$ cat src/rtl/fetch_ctrl_pkg.sv
// Shared fetch constants, state encoding and the legal-fetch-address check.
package fetch_ctrl_pkg;

  localparam logic [31:0] PC_RESET = 32'h0000_3000;
  localparam logic [31:0] EXC_VEC  = 32'h0000_4180;
  localparam logic [31:0] PC_MIN   = 32'h0000_3000;
  localparam logic [31:0] PC_MAX   = 32'h0000_6ffc;

  typedef enum logic {
    IDLE = 1'b0,
    WAIT = 1'b1
  } state_e;

  // A fetch is legal only when word aligned and inside the instruction window.
  function automatic logic pc_legal(input logic [31:0] pc);
    return (pc[1:0] == 2'b00) && (pc >= PC_MIN) && (pc <= PC_MAX);
  endfunction

endpackage

$ cat src/rtl/fetch_ctrl_pc_redirect_sel.sv
// Priority select of the fetch redirect: exc_req > eret > branch > jump.
// Purely combinational; branch/jump are masked while decode is stalled.
module pc_redirect_sel
  import fetch_ctrl_pkg::*;
(
  input  logic        exc_req_i,
  input  logic        eret_i,
  input  logic [31:0] epc_i,
  input  logic        branch_i,
  input  logic [31:0] branch_target_i,
  input  logic        jump_i,
  input  logic [31:0] jump_target_i,
  input  logic        stall_i,
  output logic        redirect_valid_o,
  output logic [31:0] redirect_target_o
);

  always_comb begin
    redirect_valid_o  = 1'b0;
    redirect_target_o = '0;
    if (exc_req_i) begin
      redirect_valid_o  = 1'b1;
      redirect_target_o = EXC_VEC;
    end else if (eret_i) begin
      redirect_valid_o  = 1'b1;
      redirect_target_o = epc_i;
    end else if (!stall_i && branch_i) begin
      redirect_valid_o  = 1'b1;
      redirect_target_o = branch_target_i;
    end else if (!stall_i && jump_i) begin
      redirect_valid_o  = 1'b1;
      redirect_target_o = jump_target_i;
    end
  end

endmodule

$ cat src/rtl/fetch_ctrl.sv
// Fetch sequencer: owns the PC, issues one IM request at a time, fills a single decode slot.
// Issue-to-slot latency is 2+ cycles; a new fetch is issued only when the slot is free.
module fetch_ctrl
  import fetch_ctrl_pkg::*;
(
  input  logic        clk,
  input  logic        rst,
  input  logic        exc_req,
  input  logic        eret,
  input  logic [31:0] epc,
  input  logic        branch,
  input  logic [31:0] branch_target,
  input  logic        jump,
  input  logic [31:0] jump_target,
  input  logic        stall,
  output logic        imem_req,
  output logic [31:0] imem_addr,
  input  logic        imem_ready,
  input  logic [31:0] imem_rdata,
  output logic        if_valid,
  output logic [31:0] if_instr,
  output logic [31:0] if_pc,
  output logic        if_adel
);

  state_e      state_q, state_d;
  logic [31:0] pc_q, pc_d;
  logic        halted_q, halted_d;
  logic        flush_q, flush_d;
  logic        req_q, req_d;
  logic [31:0] addr_q, addr_d;
  logic        valid_q, valid_d;
  logic [31:0] instr_q, instr_d;
  logic [31:0] ifpc_q, ifpc_d;
  logic        adel_q, adel_d;

  logic        redir_vld;
  logic [31:0] redir_tgt;
  logic        consume;
  logic        slot_free;

  pc_redirect_sel u_sel (
    .exc_req_i        (exc_req),
    .eret_i           (eret),
    .epc_i            (epc),
    .branch_i         (branch),
    .branch_target_i  (branch_target),
    .jump_i           (jump),
    .jump_target_i    (jump_target),
    .stall_i          (stall),
    .redirect_valid_o (redir_vld),
    .redirect_target_o(redir_tgt)
  );

  assign consume   = valid_q & ~stall;
  assign slot_free = ~valid_q | consume;

  always_comb begin
    state_d  = state_q;
    pc_d     = pc_q;
    halted_d = halted_q;
    flush_d  = flush_q;
    req_d    = req_q;
    addr_d   = addr_q;
    valid_d  = valid_q;
    instr_d  = instr_q;
    ifpc_d   = ifpc_q;
    adel_d   = adel_q;

    if (consume) valid_d = 1'b0;

    if (redir_vld) begin
      pc_d     = redir_tgt;
      valid_d  = 1'b0;
      halted_d = 1'b0;
      if (state_q == WAIT) begin
        // An in-flight request cannot be cancelled on the IM port; remember to drop its data.
        if (imem_ready) begin
          state_d = IDLE;
          req_d   = 1'b0;
          flush_d = 1'b0;
        end else begin
          flush_d = 1'b1;
        end
      end
    end else begin
      case (state_q)
        IDLE: begin
          if (!halted_q && slot_free) begin
            if (pc_legal(pc_q)) begin
              state_d = WAIT;
              req_d   = 1'b1;
              addr_d  = pc_q;
            end else begin
              valid_d  = 1'b1;
              instr_d  = '0;
              ifpc_d   = pc_q;
              adel_d   = 1'b1;
              halted_d = 1'b1;
            end
          end
        end
        WAIT: begin
          if (imem_ready) begin
            state_d = IDLE;
            req_d   = 1'b0;
            if (flush_q) begin
              flush_d = 1'b0;
            end else begin
              valid_d = 1'b1;
              instr_d = imem_rdata;
              ifpc_d  = addr_q;
              adel_d  = 1'b0;
              pc_d    = pc_q + 32'd4;
            end
          end
        end
      endcase
    end
  end

  always_ff @(posedge clk) begin
    if (!rst) begin
      state_q  <= IDLE;
      pc_q     <= PC_RESET;
      halted_q <= 1'b0;
      flush_q  <= 1'b0;
      req_q    <= 1'b0;
      addr_q   <= '0;
      valid_q  <= 1'b0;
      instr_q  <= '0;
      ifpc_q   <= '0;
      adel_q   <= 1'b0;
    end else begin
      state_q  <= state_d;
      pc_q     <= pc_d;
      halted_q <= halted_d;
      flush_q  <= flush_d;
      req_q    <= req_d;
      addr_q   <= addr_d;
      valid_q  <= valid_d;
      instr_q  <= instr_d;
      ifpc_q   <= ifpc_d;
      adel_q   <= adel_d;
    end
  end

  assign imem_req  = req_q;
  assign imem_addr = addr_q;
  assign if_valid  = valid_q;
  assign if_instr  = instr_q;
  assign if_pc     = ifpc_q;
  assign if_adel   = adel_q;

endmodule

$ cat config.mk
export PLATFORM = sky130hd
export DESIGN_NAME = fetch_ctrl
export DESIGN_NICKNAME = d
export VERILOG_FILES = /design/src/rtl/fetch_ctrl_pkg.sv /design/src/rtl/fetch_ctrl_pc_redirect_sel.sv /design/src/rtl/fetch_ctrl.sv
export SDC_FILE = /design/constraint.sdc
export NUM_CORES = 1
export LEC_CHECK = 0
export ABC_AREA = 1
export CAP_MARGIN = 40
export CELL_PAD_IN_SITES_DETAIL_PLACEMENT = 2
export CELL_PAD_IN_SITES_GLOBAL_PLACEMENT = 2
export CORE_MARGIN = 2
export CORE_UTILIZATION = 25
export CTS_BUF_LIST = sky130_fd_sc_hd__clkbuf_16
export DETAILED_ROUTE_END_ITERATION = 16
export GPL_ROUTABILITY_DRIVEN = 0
export MAX_ROUTING_LAYER = met4
export PLACE_DENSITY_LB_ADDON = 0.1
export SLEW_MARGIN = 20
export SYNTH_ARGS = -nofsm -noshare
export SYNTH_HDL_FRONTEND = slang
export SYNTH_SLANG_ARGS = --single-unit
$ cat constraint.sdc
create_clock -name clk -period 3.15 [get_ports clk]
set_input_delay 0.4725 -clock clk [delete_from_list [all_inputs] [get_ports clk]]
set_output_delay 0.4725 -clock clk [all_outputs]
set_load 0.02 [all_outputs]
==> flow_summary.ini <==
[outcome]
outcome = finished, final reports clean

[global_route]
grt.overflow.total = 0
grt_pass1_vias = 9152
grt_antenna_before_repair = 0
grt_start_max_net_pins = 69
grt_pass1_wl_mm = 49.2
track_usage = 0.206

[die]
die_h_um = 178
ioPinCount = 235
initial_core_util = 0.254
dieWidth_um = 178
fp.dieArea_um2 = 31600
num_rows = 63
core_area_um2 = 29700

[timing]
setup_viol = 0
tightest_slew_ps = 778
post-route-period-util = 0.735
grt_setup_unrepaired = no
fin_setup_tns_ps = 0
relSlewSlack = 0.477
skew_ps = 16.7
maxClockFrequency_ghz = 0.432
period_minus_slack_ps = 2320
setup_slack_ps = 835
slew_viol_final = 0
hold_violations = 0

[setup_path]
reg2reg_depth = 11
cp_num_buf_inv = 3
cp.depth = 9
cp_common_cell = nand2_1
required_ps = 3500
worstSetupStartpointType = input pin
worstSetupPathType = in2reg
critPathMaxStageDelay_ps = 480
path_max_fanout = 27
cp_slowest_cell = clkdlybuf4s50_1
crit_family = buffers and inverters
crit_chain = clkdlybuf4s50_1 -> inv_1 -> nor2_1 -> nand2_1 -> inv_2 -> a21boi_0 -> o21ai_0 -> nand2_1 -> a21oi_1
arrival_ps = 2660
cp-end-kind = register

[detailed_routing]
vias = 8736
ant_nets = 0
drc = 0
vias_per_cell = 4.67
dr.pass1.iters = 4
routedWlPerCell_um = 16.8
drt_iter0_markers = 287
wl_mm = 31.4

[pwr]
power_frac_seq = 0.397
powerDensity_nw_per_um2 = 436
switchingPower_mw = 1.43
p_leak_nw = 4.85
netSwitchingFraction = 0.304
comb_power_share = 0.192
internal-power_mw = 3.27
clockPowerShare = 0.411
ir_drop_v = 0.000326

[clock_network]
cts_root_buffer = clkbuf_16
ctsHoldBuffers = 0
clkTransAtPathRegs_ps = 60
cts.sinks = 134
cts_buffers = 17
cts_max_level = 4
post_cts_buffers = 0
cts_tree = built
clock_path_buffers = 2
cts_resized = 0
clkLatencyLatePin_ps = 430

[cells_and_area]
drive_gt1_frac = 0.0486
final_util = 0.363
syn2layout_area_growth_pct = 42.6
diodes = 0
final_cells = 1872
fill_cells = 3596
fin_nets = 1607

[placed_design]
dp_slack_ps = 109
dp_hpwl_mm = 23.6
io_buffers = 234
dp.cells = 1839

[synthesis]
ys.flop_type = dfxtp_1
yosysMostFrequentCell = nand2_1
synth-compound-area-share = 0.117
syn-instance-count = 1269
ys_warn_count = 0
ys_top_cells_by_count = 359 x nand2_1, 228 x nor2_1, 153 x inv_1, 134 x dfxtp_1, 105 x nand3_1
synth.area.top_cells = dfxtp_1 35%, nand2_1 18%, nor2_1 11%, inv_1 7.6%, nand3_1 7.0%
syn_area_um2 = 7560
synthSimpleGateAreaFrac = 0.391
synth_seq_cells = 134
yosysTopAreaCell = dfxtp_1
synth-xor-area-share = 0.00464
synth_top_area_share = 0.355
synth_edf_count = 0
synth_fa_ha_area_frac = 0.00331
syn_avg_cell_area_um2 = 5.96
synth_top_family_by_area = simple AND/OR/NAND/NOR gates
postSynthNetCount = 1407
ys_seq_area_frac = 0.355
synthDistinctLibCells = 32
muxShareOfSynthArea = 0
synthArstFlopShare = 0

[run]
drv_cap = 0

[hold_path]
whs_path_depth = 2
hold_path_class = reg2reg
power by group through the flow:
stage	registers (mW)	logic (mW)	clock network, mW
3_5_place_dp	1.91	0.913	0
5_1_grt	1.88	1.01	2.08
3_3_place_gp	1.91	0.891	0
4_1_cts	1.87	0.921	1.99
6_report	1.87	0.902	1.93
2_1_floorplan	1.95	0.409	0
sequential cells by signal, indices dropped and copies added, names as in the netlist:
register / flops
pc_q: 32
if_valid: 1
state_q: 1
flush_q: 1
if_instr: 32
if_pc: 32
imem_req: 1
halted_q: 1
imem_addr: 32
if_adel: 1
through the flow:
stage	instance area [um2]	power, mW	hold WS [ps]
after floorplan	7560	2.36	442
after global placement	10200	2.80	445
after detailed placement	10200	2.82	461
after CTS	10800	4.78	471
after global routing	10800	4.96	500
final	10800	4.70	463
cells in the final DEF, fill, tap and decap left out, types with 13 or more instances in the layout:
| cell type | n |
|---|---|
| inv_1 | 154 |
| o21ai_0 | 79 |
| dfxtp_1 | 133 |
| nand3_1 | 105 |
| nand2_1 | 359 |
| clkdlybuf4s50_1 | 233 |
| a21oi_1 | 74 |
| buf_4 | 13 |
| nor2_1 | 228 |
| clkbuf_16 | 17 |
| nor3_1 | 21 |
per-layer routing:
metal | wire length, um | global-route usage | part of all wire
met2 | 16300 | 0.371 | 0.52
met1 | 13600 | 0.241 | 0.43
met5 | 0 | - | 0
met4 | 395 | 0.0441 | 0.013
met3 | 1080 | 0.0343 | 0.034
final cells by class:
type	count	area, um2	area share
clock buffer	17	425	0.0395
tap	390	488	0.0453
multi-input combinational	903	3910	0.363
timing repair buffer	251	2530	0.235
clock inverter	15	130	0.0121
sequential	134	2680	0.249
inverter	162	608	0.0564
worst register-to-register path, cell delays in order (launching register included):
cell and delay (ps):
dfxtp_1 380, nor2_1 130, nand2_1 60, nor2_1 250
nand2_1 180, o21bai_2 200, nand2_2 100, nand2_4 330
buf_4 350, nand2_1 80, nand2_1 60, nor2_1 40
path summary, 6_finish.rpt:
kind	to	start	slack, ps
setup / recovery	pc_q[14]$_SDFFE_PN0P_	jump	830
hold / removal	if_adel$_SDFFE_PN0P_	if_adel$_SDFFE_PN0P_	460
setup reg to reg	if_pc[3]$_SDFFE_PN0P_	pc_q[25]$_SDFFE_PN0P_	890
hold reg to reg	if_adel$_SDFFE_PN0P_	if_adel$_SDFFE_PN0P_	460
kinds of logic after synthesis:
group / after synthesis
adder cells (fa/ha/maj): 2
flip-flops: 134
buffers and inverters: 232
XOR/XNOR: 4
AO/OA/AOI/OAI: 169
AND/OR/NAND/NOR: 728
(Power assumes the default switching activity.)
